File: src/rtl/coproc_pkg.sv
// Shared sizing and state encoding for the coprocessor operand path.
package coproc_pkg;

  localparam int ELEM_W  = 8;
  localparam int ROW_LEN = 5;
  localparam int N_ROWS  = 5;
  localparam int ROW_W   = ELEM_W * ROW_LEN;

  typedef enum logic [1:0] {
    ST_LOAD_A = 2'd0,
    ST_LOAD_B = 2'd1,
    ST_DONE   = 2'd2
  } feeder_state_e;

endpackage

File: src/rtl/row_packer.sv
// Byte-to-row MSB-first packer with column counter; flags the byte that completes a row.
module row_packer
  import coproc_pkg::*;
#(
  parameter int EW = ELEM_W,
  parameter int RL = ROW_LEN
) (
  input  logic            clk,
  input  logic            rst,
  input  logic            clr_i,
  input  logic            en_i,
  input  logic [EW-1:0]   din_i,
  output logic [EW*RL-1:0] word_o,
  output logic            row_full_o
);

  localparam int SR_W = EW * (RL - 1);
  localparam int CW   = $clog2(RL);

  logic [CW-1:0]   col_q, col_d;
  logic [SR_W-1:0] sr_q, sr_d;

  // Only the preceding RL-1 bytes are stored; the completing byte goes straight through.
  assign word_o     = {sr_q, din_i};
  assign row_full_o = en_i && (col_q == CW'(RL - 1));

  always_comb begin
    col_d = col_q;
    sr_d  = sr_q;
    if (clr_i) begin
      col_d = '0;
    end else if (en_i) begin
      sr_d  = word_o[SR_W-1:0];
      col_d = row_full_o ? '0 : col_q + 1'b1;
    end
  end

  always_ff @(posedge clk or negedge rst) begin
    if (!rst) begin
      col_q <= '0;
      sr_q  <= '0;
    end else begin
      col_q <= col_d;
      sr_q  <= sr_d;
    end
  end

endmodule

File: src/rtl/matrix_row_feeder.sv
// Packs a byte stream into A rows (buffered) then B rows; emits each A/B row pair as a strobe.
module matrix_row_feeder #(
  parameter int ELEM_W  = coproc_pkg::ELEM_W,
  parameter int ROW_LEN = coproc_pkg::ROW_LEN,
  parameter int N_ROWS  = coproc_pkg::N_ROWS
) (
  input  logic                        clk,
  input  logic                        rst,
  input  logic                        clr,
  input  logic                        in_valid,
  input  logic [ELEM_W-1:0]           in_data,
  output logic                        in_ready,
  output logic [ELEM_W*ROW_LEN-1:0]   row_a,
  output logic [ELEM_W*ROW_LEN-1:0]   row_b,
  output logic                        row_valid,
  output logic [$clog2(N_ROWS)-1:0]   row_idx,
  output logic                        row_last,
  output logic                        busy,
  output logic                        done
);

  localparam int ROW_W = ELEM_W * ROW_LEN;
  localparam int RW    = $clog2(N_ROWS);

  coproc_pkg::feeder_state_e state_q;

  logic [N_ROWS-1:0][ROW_W-1:0] a_q;
  logic [RW-1:0]                row_q;
  logic [ROW_W-1:0]             row_a_q, row_b_q;
  logic [RW-1:0]                row_idx_q;
  logic                         row_valid_q, row_last_q, busy_q, done_q, in_ready_q;

  logic             accept, row_full, last_row;
  logic [ROW_W-1:0] word;

  // clr wins over a simultaneous byte: it is dropped, not consumed.
  assign accept   = in_valid && in_ready_q && !clr;
  assign last_row = (row_q == RW'(N_ROWS - 1));

  row_packer #(.EW(ELEM_W), .RL(ROW_LEN)) u_packer (
    .clk        (clk),
    .rst        (rst),
    .clr_i      (clr),
    .en_i       (accept),
    .din_i      (in_data),
    .word_o     (word),
    .row_full_o (row_full)
  );

  always_ff @(posedge clk or negedge rst) begin
    if (!rst) begin
      state_q     <= coproc_pkg::ST_LOAD_A;
      a_q         <= '0;
      row_q       <= '0;
      row_a_q     <= '0;
      row_b_q     <= '0;
      row_idx_q   <= '0;
      row_valid_q <= 1'b0;
      row_last_q  <= 1'b0;
      busy_q      <= 1'b0;
      done_q      <= 1'b0;
      in_ready_q  <= 1'b0;
    end else begin
      row_valid_q <= 1'b0;
      row_last_q  <= 1'b0;
      done_q      <= 1'b0;
      in_ready_q  <= 1'b1;
      if (clr) begin
        state_q <= coproc_pkg::ST_LOAD_A;
        row_q   <= '0;
        busy_q  <= 1'b0;
      end else begin
        if (accept) busy_q <= 1'b1;
        case (state_q)
          coproc_pkg::ST_LOAD_A: begin
            if (row_full) begin
              a_q[row_q] <= word;
              if (last_row) begin
                row_q   <= '0;
                state_q <= coproc_pkg::ST_LOAD_B;
              end else begin
                row_q <= row_q + 1'b1;
              end
            end
          end
          coproc_pkg::ST_LOAD_B: begin
            if (row_full) begin
              row_a_q     <= a_q[row_q];
              row_b_q     <= word;
              row_idx_q   <= row_q;
              row_valid_q <= 1'b1;
              row_last_q  <= last_row;
              if (last_row) begin
                row_q      <= '0;
                state_q    <= coproc_pkg::ST_DONE;
                in_ready_q <= 1'b0;
              end else begin
                row_q <= row_q + 1'b1;
              end
            end
          end
          coproc_pkg::ST_DONE: begin
            state_q <= coproc_pkg::ST_LOAD_A;
            done_q  <= 1'b1;
            busy_q  <= 1'b0;
          end
          default: state_q <= coproc_pkg::ST_LOAD_A;
        endcase
      end
    end
  end

  assign in_ready  = in_ready_q;
  assign row_a     = row_a_q;
  assign row_b     = row_b_q;
  assign row_valid = row_valid_q;
  assign row_idx   = row_idx_q;
  assign row_last  = row_last_q;
  assign busy      = busy_q;
  assign done      = done_q;

endmodule

File: config.mk
export PLATFORM = sky130hd
export DESIGN_NAME = matrix_row_feeder
export DESIGN_NICKNAME = d
export VERILOG_FILES = /design/src/rtl/coproc_pkg.sv /design/src/rtl/row_packer.sv /design/src/rtl/matrix_row_feeder.sv
export SDC_FILE = /design/constraint.sdc
export NUM_CORES = 1
export LEC_CHECK = 0
export CORE_MARGIN = 2
export CORE_UTILIZATION = 40
export CTS_CLUSTER_SIZE = 25
export DETAILED_ROUTE_END_ITERATION = 12
export HOLD_SLACK_MARGIN = 0.06
export PLACE_DENSITY_LB_ADDON = 0.3
export RECOVER_POWER = 25
export SLEW_MARGIN = 5
export SYNTH_ARGS = -nofsm -noshare
export SYNTH_HDL_FRONTEND = slang
export SYNTH_SLANG_ARGS = --single-unit
File: constraint.sdc
create_clock -name clk -period 2.97 [get_ports clk]
set_input_delay 0.594 -clock clk [delete_from_list [all_inputs] [get_ports clk]]
set_output_delay 0.594 -clock clk [all_outputs]
set_load 0.02 [all_outputs]
After elaboration in Yosys (flattened, before gate mapping):

Cells that the tools add are included.
W data, S select, Z words.

* register bits after elaboration: 328
* bits of input ports: 12
* logic and storage cells: 79

* add/sub/neg operators: 2
* magnitude comparators: 2
* equality and inequality tests: 8
* multiplexer cells: 33
* bitwise gates (word level): 1
* reductions and logical operators: 16

Operator list (count)
* $bwmux W200: 1
* $bmux W40 S3: 1
* $demux W40 S3: 1
* $mux W40: 2
* $mux W3: 7
* $mux W1: 15
* $mux W2: 5
* $add A3 B1 Y3 const B: 2
* $eq A3 B3 Y1 const B: 2
* $ne A3 B2 Y1 const B: 2
* $ne A3 B3 Y1 const B: 2
* $reduce_and A3 Y1: 2
* $reduce_bool A2 Y1: 3
* $logic_and A1 B1 Y1: 4
* $lt A3 B4 Y1 const B: 1
* $pmux W2 S2: 1
* $reduce_and A2 Y1: 2
* $reduce_and A4 Y1: 1
* $ge A3 B1 Y1 const B: 1
* $reduce_bool A3 Y1: 1
* $eq A2 B1 Y1 const B: 1
* $eq A2 B2 Y1 const B: 1
* $logic_not A2 Y1: 1
* $reduce_or A2 Y1: 1
* other kinds (2): 2

Depth between registers and ports, before layout:

* depth in word-level cells: 6
* mapped depth: 9
* depth with buffers taken out: 6

Modules after synthesis:

From an unflattened synthesis, not the netlist that was laid out.

* cell total of the unflattened synthesis: 973
* area, all modules: 14182.4 µm²

Modules (own cells, without submodules)
* matrix_row_feeder: times used 1, cells each 879, area an instance 12595.8 µm², seq. area each 7332.0 µm²
* row_packer: times used 1, cells each 94, area an instance 1586.5 µm², seq. area each 875.8 µm²

Worst setup path after synthesis:

OpenSTA, ideal clock, no wires.

* path kind: in2reg
* start point: input port clr
* end point: register a_q[120] in the netlist's numbering
* setup time: 0.125 ns
* arrival: 1.724 ns
* required time: 2.845 ns
* slack: 1.121 ns
* cell stages on the path: 5
* path buffers: 2
* path through: nor3_4 > and3_1 > buf_6 > buf_12 > mux2_4

* word-level cells in the longest chain between the ends: 4
* elaborated cells between the ends (all ways): 5

Ends and longest elaborated chain
* start, declared: RTL line matrix_row_feeder.sv:9 `input logic clr,`
* $logic_not A1 Y1: RTL line matrix_row_feeder.sv:37 `assign accept = in_valid && in_ready_q && !clr;`
* $logic_and A1 B1 Y1: RTL line matrix_row_feeder.sv:37
* $logic_and A1 B1 Y1: RTL line row_packer.sv:25 `assign row_full_o = en_i && (col_q == CW'(RL - 1));`
* $reduce_and A3 Y1 (no line) *
* end signal, assigned by index: RTL line matrix_row_feeder.sv:77 `a_q[row_q] <= word;`
* end, declared: RTL line matrix_row_feeder.sv:27 `logic [N_ROWS-1:0][ROW_W-1:0] a_q;`

Every way passes the cells marked *; elsewhere a longest branch is shown, timed or not.
A chain may end at the register's enable or synchronous reset.

Final worst setup path:

* start point: input port clr
* end point: register u_packer.sr_q[30]

* word-level cells in the longest chain between the ends: 3
* elaborated cells between the ends (all ways): 4

Ends and longest elaborated chain
* $logic_not A1 Y1: RTL line matrix_row_feeder.sv:37
* $logic_and A1 B1 Y1: RTL line matrix_row_feeder.sv:37
* $reduce_and A2 Y1 (no line) *
* end signal, assigned: RTL line row_packer.sv:44 `sr_q <= sr_d;`
* end, declared: RTL line row_packer.sv:21 `logic [SR_W-1:0] sr_q, sr_d;`

Marked as above.

==> results.sh <==
export IMPL_nNetsFinal=1161
export IMPL_worstHoldPathCells=1
export IMPL_status="finished, final reports clean"
export IMPL_worstPathArrival_ns=2.63
export IMPL_postRouteAntennaNets=0
export IMPL_antenna_found_initial=0
export IMPL_rows=69
export IMPL_drc=0
export IMPL_layout_area_overhead_vs_synth_pct=17.5
export IMPL_synth_xor_area_frac=0.000601
export IMPL_synth_most_common_cell="dfrtp_1"
export IMPL_skew_ns=0.0219
export IMPL_slowest_delay_ns=0.62
export IMPL_power_density_nw_per_um2=568
export IMPL_synth_compound_area_frac=0.0496
export IMPL_yosys_warnings=0
export IMPL_power_leakage_nw=7.98
export IMPL_relSlewSlack=0.472
export IMPL_end_kind="flip-flop"
export IMPL_postCtsResizedCells=0
export IMPL_io_pins=100
export IMPL_r2r_end="a_q[36]"
export IMPL_hold_viol=0
export IMPL_grt_max_degree=68
export IMPL_rsz0062_at_grt="false"
export IMPL_post_route_period_util=0.755
export IMPL_synth_edf_count=0
export IMPL_firstDrtPassIters=6
export IMPL_hold_path_class="reg2reg"
export IMPL_post_cts_setup_buffer_count=0
export IMPL_vias=8693
export IMPL_clkLatencyLatePin_ns=0.52
export IMPL_root_buffer="clkbuf_16"
export IMPL_overflow=0
export IMPL_setup_tns_ns=0
export IMPL_grt_usage=0.182
export IMPL_synth_area_leaders="dfrtp_1, mux2_2, mux2_4"
export IMPL_clk_pin_slew_ns=0.06
export IMPL_whs_endpoint="a_q[79]"
export IMPL_synth_top_family_by_area="multiplexers"
export IMPL_crit_required_ns=3.36
export IMPL_gp_congestion=0.746
export IMPL_drive_above_1_share=0.343
export IMPL_synth_largest_area_cell="dfrtp_1"
export IMPL_cap_viol_max_count=0
export IMPL_grt_pass1_wl_um=54400
export IMPL_wl_per_cell_um=20.8
export IMPL_numCtsBuffers=37
export IMPL_setup_violations_final=0
export IMPL_synth_top_cell_area_share=0.563
export IMPL_final_core_util=0.479
export IMPL_clock_sinks=328
export IMPL_critPathSlowestCell="dlygate4sd3_1"
export IMPL_tightest_slew_ns=0.789
export IMPL_start_kind="input pin"
export IMPL_maxSlewViolCount=0
export IMPL_design_core_area_um2=35700
export IMPL_syn_nets=1060
export IMPL_ys_top_cells_by_count="dfrtp_1, mux2_2, mux2_4, nand2_1, nor2_1"
export IMPL_die_h_um=195
export IMPL_dieArea_um2=38000
export IMPL_fillers=3147
export IMPL_synth_area_per_cell_um2=14.0
export IMPL_synth_simple_gate_area_frac=0.0666
export IMPL_io_buffers=99
export IMPL_ctsHoldBuffers=1
export IMPL_max_freq_mhz=446
export IMPL_dr_first_iter_drc_count=534
export IMPL_reg2reg_from="row_q[2]"
export IMPL_synthArstFlopShare=1.00
export IMPL_cts_buffer_depth=3
export IMPL_totalWireLength_um=33800
export IMPL_ys_flop_type="dfrtp_1"
export IMPL_finalPower_mw=9.72
export IMPL_synth_mux_area_fraction=0.276
export IMPL_syn_area_um2=14600
export IMPL_via_per_inst=5.35
export IMPL_hpwl_um=20400
export IMPL_path_class="in2reg"
export IMPL_layout_min_cycle_time_ns=2.24
export IMPL_num_antenna_cells=0
export IMPL_yosys_register_bits=328
export IMPL_worstHoldStart="a_q[79]"
export IMPL_path_cells="dlygate4sd3_1 -> clkbuf_1 -> or2_2 -> buf_12 -> mux2_2"
export IMPL_crit_path_max_fanout=27
export IMPL_synthAdderAreaFrac=0.00343
export IMPL_h_tree_depth=2
export IMPL_cts_tree="built"
export IMPL_reg2reg_setup_slack_ns=0.78
export IMPL_grt_pass1_vias=9180
export IMPL_synth_cells=1044
export IMPL_r2r_cells=4
export IMPL_die_x_um=195
export IMPL_synth_distinct_cells=38
export IMPL_peakVddDrop_uv=336
export IMPL_initial_core_util=0.408
export IMPL_yosysSeqAreaShare=0.563
## power by group
part           switching, mW  internal [mW]  leakage (nW)
combinational          0.187          0.198          2.92
clock                   1.79           2.57         0.558
sequential             0.356           4.62          4.50
## sequential cells by signal, indices dropped and copies added, names as in the netlist
register and count:
row_b 40, row_a 40, u_packer.sr_q 32, row_idx 3, a_q 200, row_last 1
u_packer.col_q 3, in_ready 1, done 1, row_valid 1, state_q 2, busy 1
row_q 3
## metrics by stage
step / hold slack, ns / cell area, µm² / std cells / setup WS, ns
floorplan: 0.298 / 14600 / 1044 / 1.12
global placement: 0.468 / 16000 / 1566 / 0.372
detailed placement: 0.475 / 16000 / 1566 / 0.350
CTS: 0.491 / 17100 / 1626 / 0.773
global route: 0.510 / 17100 / 1626 / 0.630
finish: 0.486 / 17100 / 1626 / 0.729
## layout by cell type (no fill, tap or decap), drive strengths merged, types with 20 or more instances in the layout
master / n
clkdlybuf4s50: 97
a21oi: 30
dfrtp: 328
o21ai: 37
buf: 36
mux2i: 22
a41oi: 20
nor2: 49
a31oi: 20
nand3b: 36
nand2: 54
nand3: 22
clkbuf: 55
mux2: 311
## worst max-delay path by stage
stage / start / to / slack, ns / depth (start not counted)
after floorplan: clr / a_q[120] / 1.12 / 5
after global placement: in_valid / a_q[150] / 0.37 / 6
after detailed placement: in_valid / a_q[154] / 0.35 / 6
after CTS: row_a[20] / row_a[20] / 0.77 / 1
after global routing: clr / row_a[13] / 0.63 / 8
final: clr / u_packer.sr_q[30] / 0.73 / 5
## worst max-delay path: cells and delay by family
family / cells / cell delay (ns)
buffers and inverters: 3 / 1.28
muxes: 1 / 0.36
and+or+nand+nor: 1 / 0.40
## logic make-up (layout without fill, tap and decap cells)
kind of cell               Yosys count  after routing
AOI/OAI and AO/OA                  117            117
xor gates and xnor gates             1              1
adders and majority gates            4              4
buffers and inverters               81            202
DFF                                328            328
muxes                              333            333
and+or+nand+nor                    180            180
## layer usage
| metal | GRT usage | share of wire | vias up | wire, µm |
|---|---|---|---|---|
| met4 | 0.0466 | 0.018 | 0 | 615 |
| met1 | 0.255 | 0.47 | 4530 | 15900 |
| met2 | 0.292 | 0.47 | 166 | 15800 |
| met5 | 0 | 0 | - | 0 |
| li1 | - | - | 3949 | - |
| met3 | 0.0351 | 0.044 | 48 | 1470 |
## final cells by class
| class | instances | area (µm²) | share of cell area |
|---|---|---|---|
| Sequential cell | 328 | 8220 | 0.480 |
| Multi-Input combinational cell | 635 | 5780 | 0.338 |
| Timing Repair Buffer | 138 | 1390 | 0.0813 |
| Clock buffer | 52 | 1060 | 0.0621 |
| Tap cell | 461 | 577 | 0.0337 |
| Clock inverter | 7 | 73.8 | 0.00431 |
| Inverter | 5 | 18.8 | 0.00110 |
No activity file was read; power rests on OpenSTA's default activity.
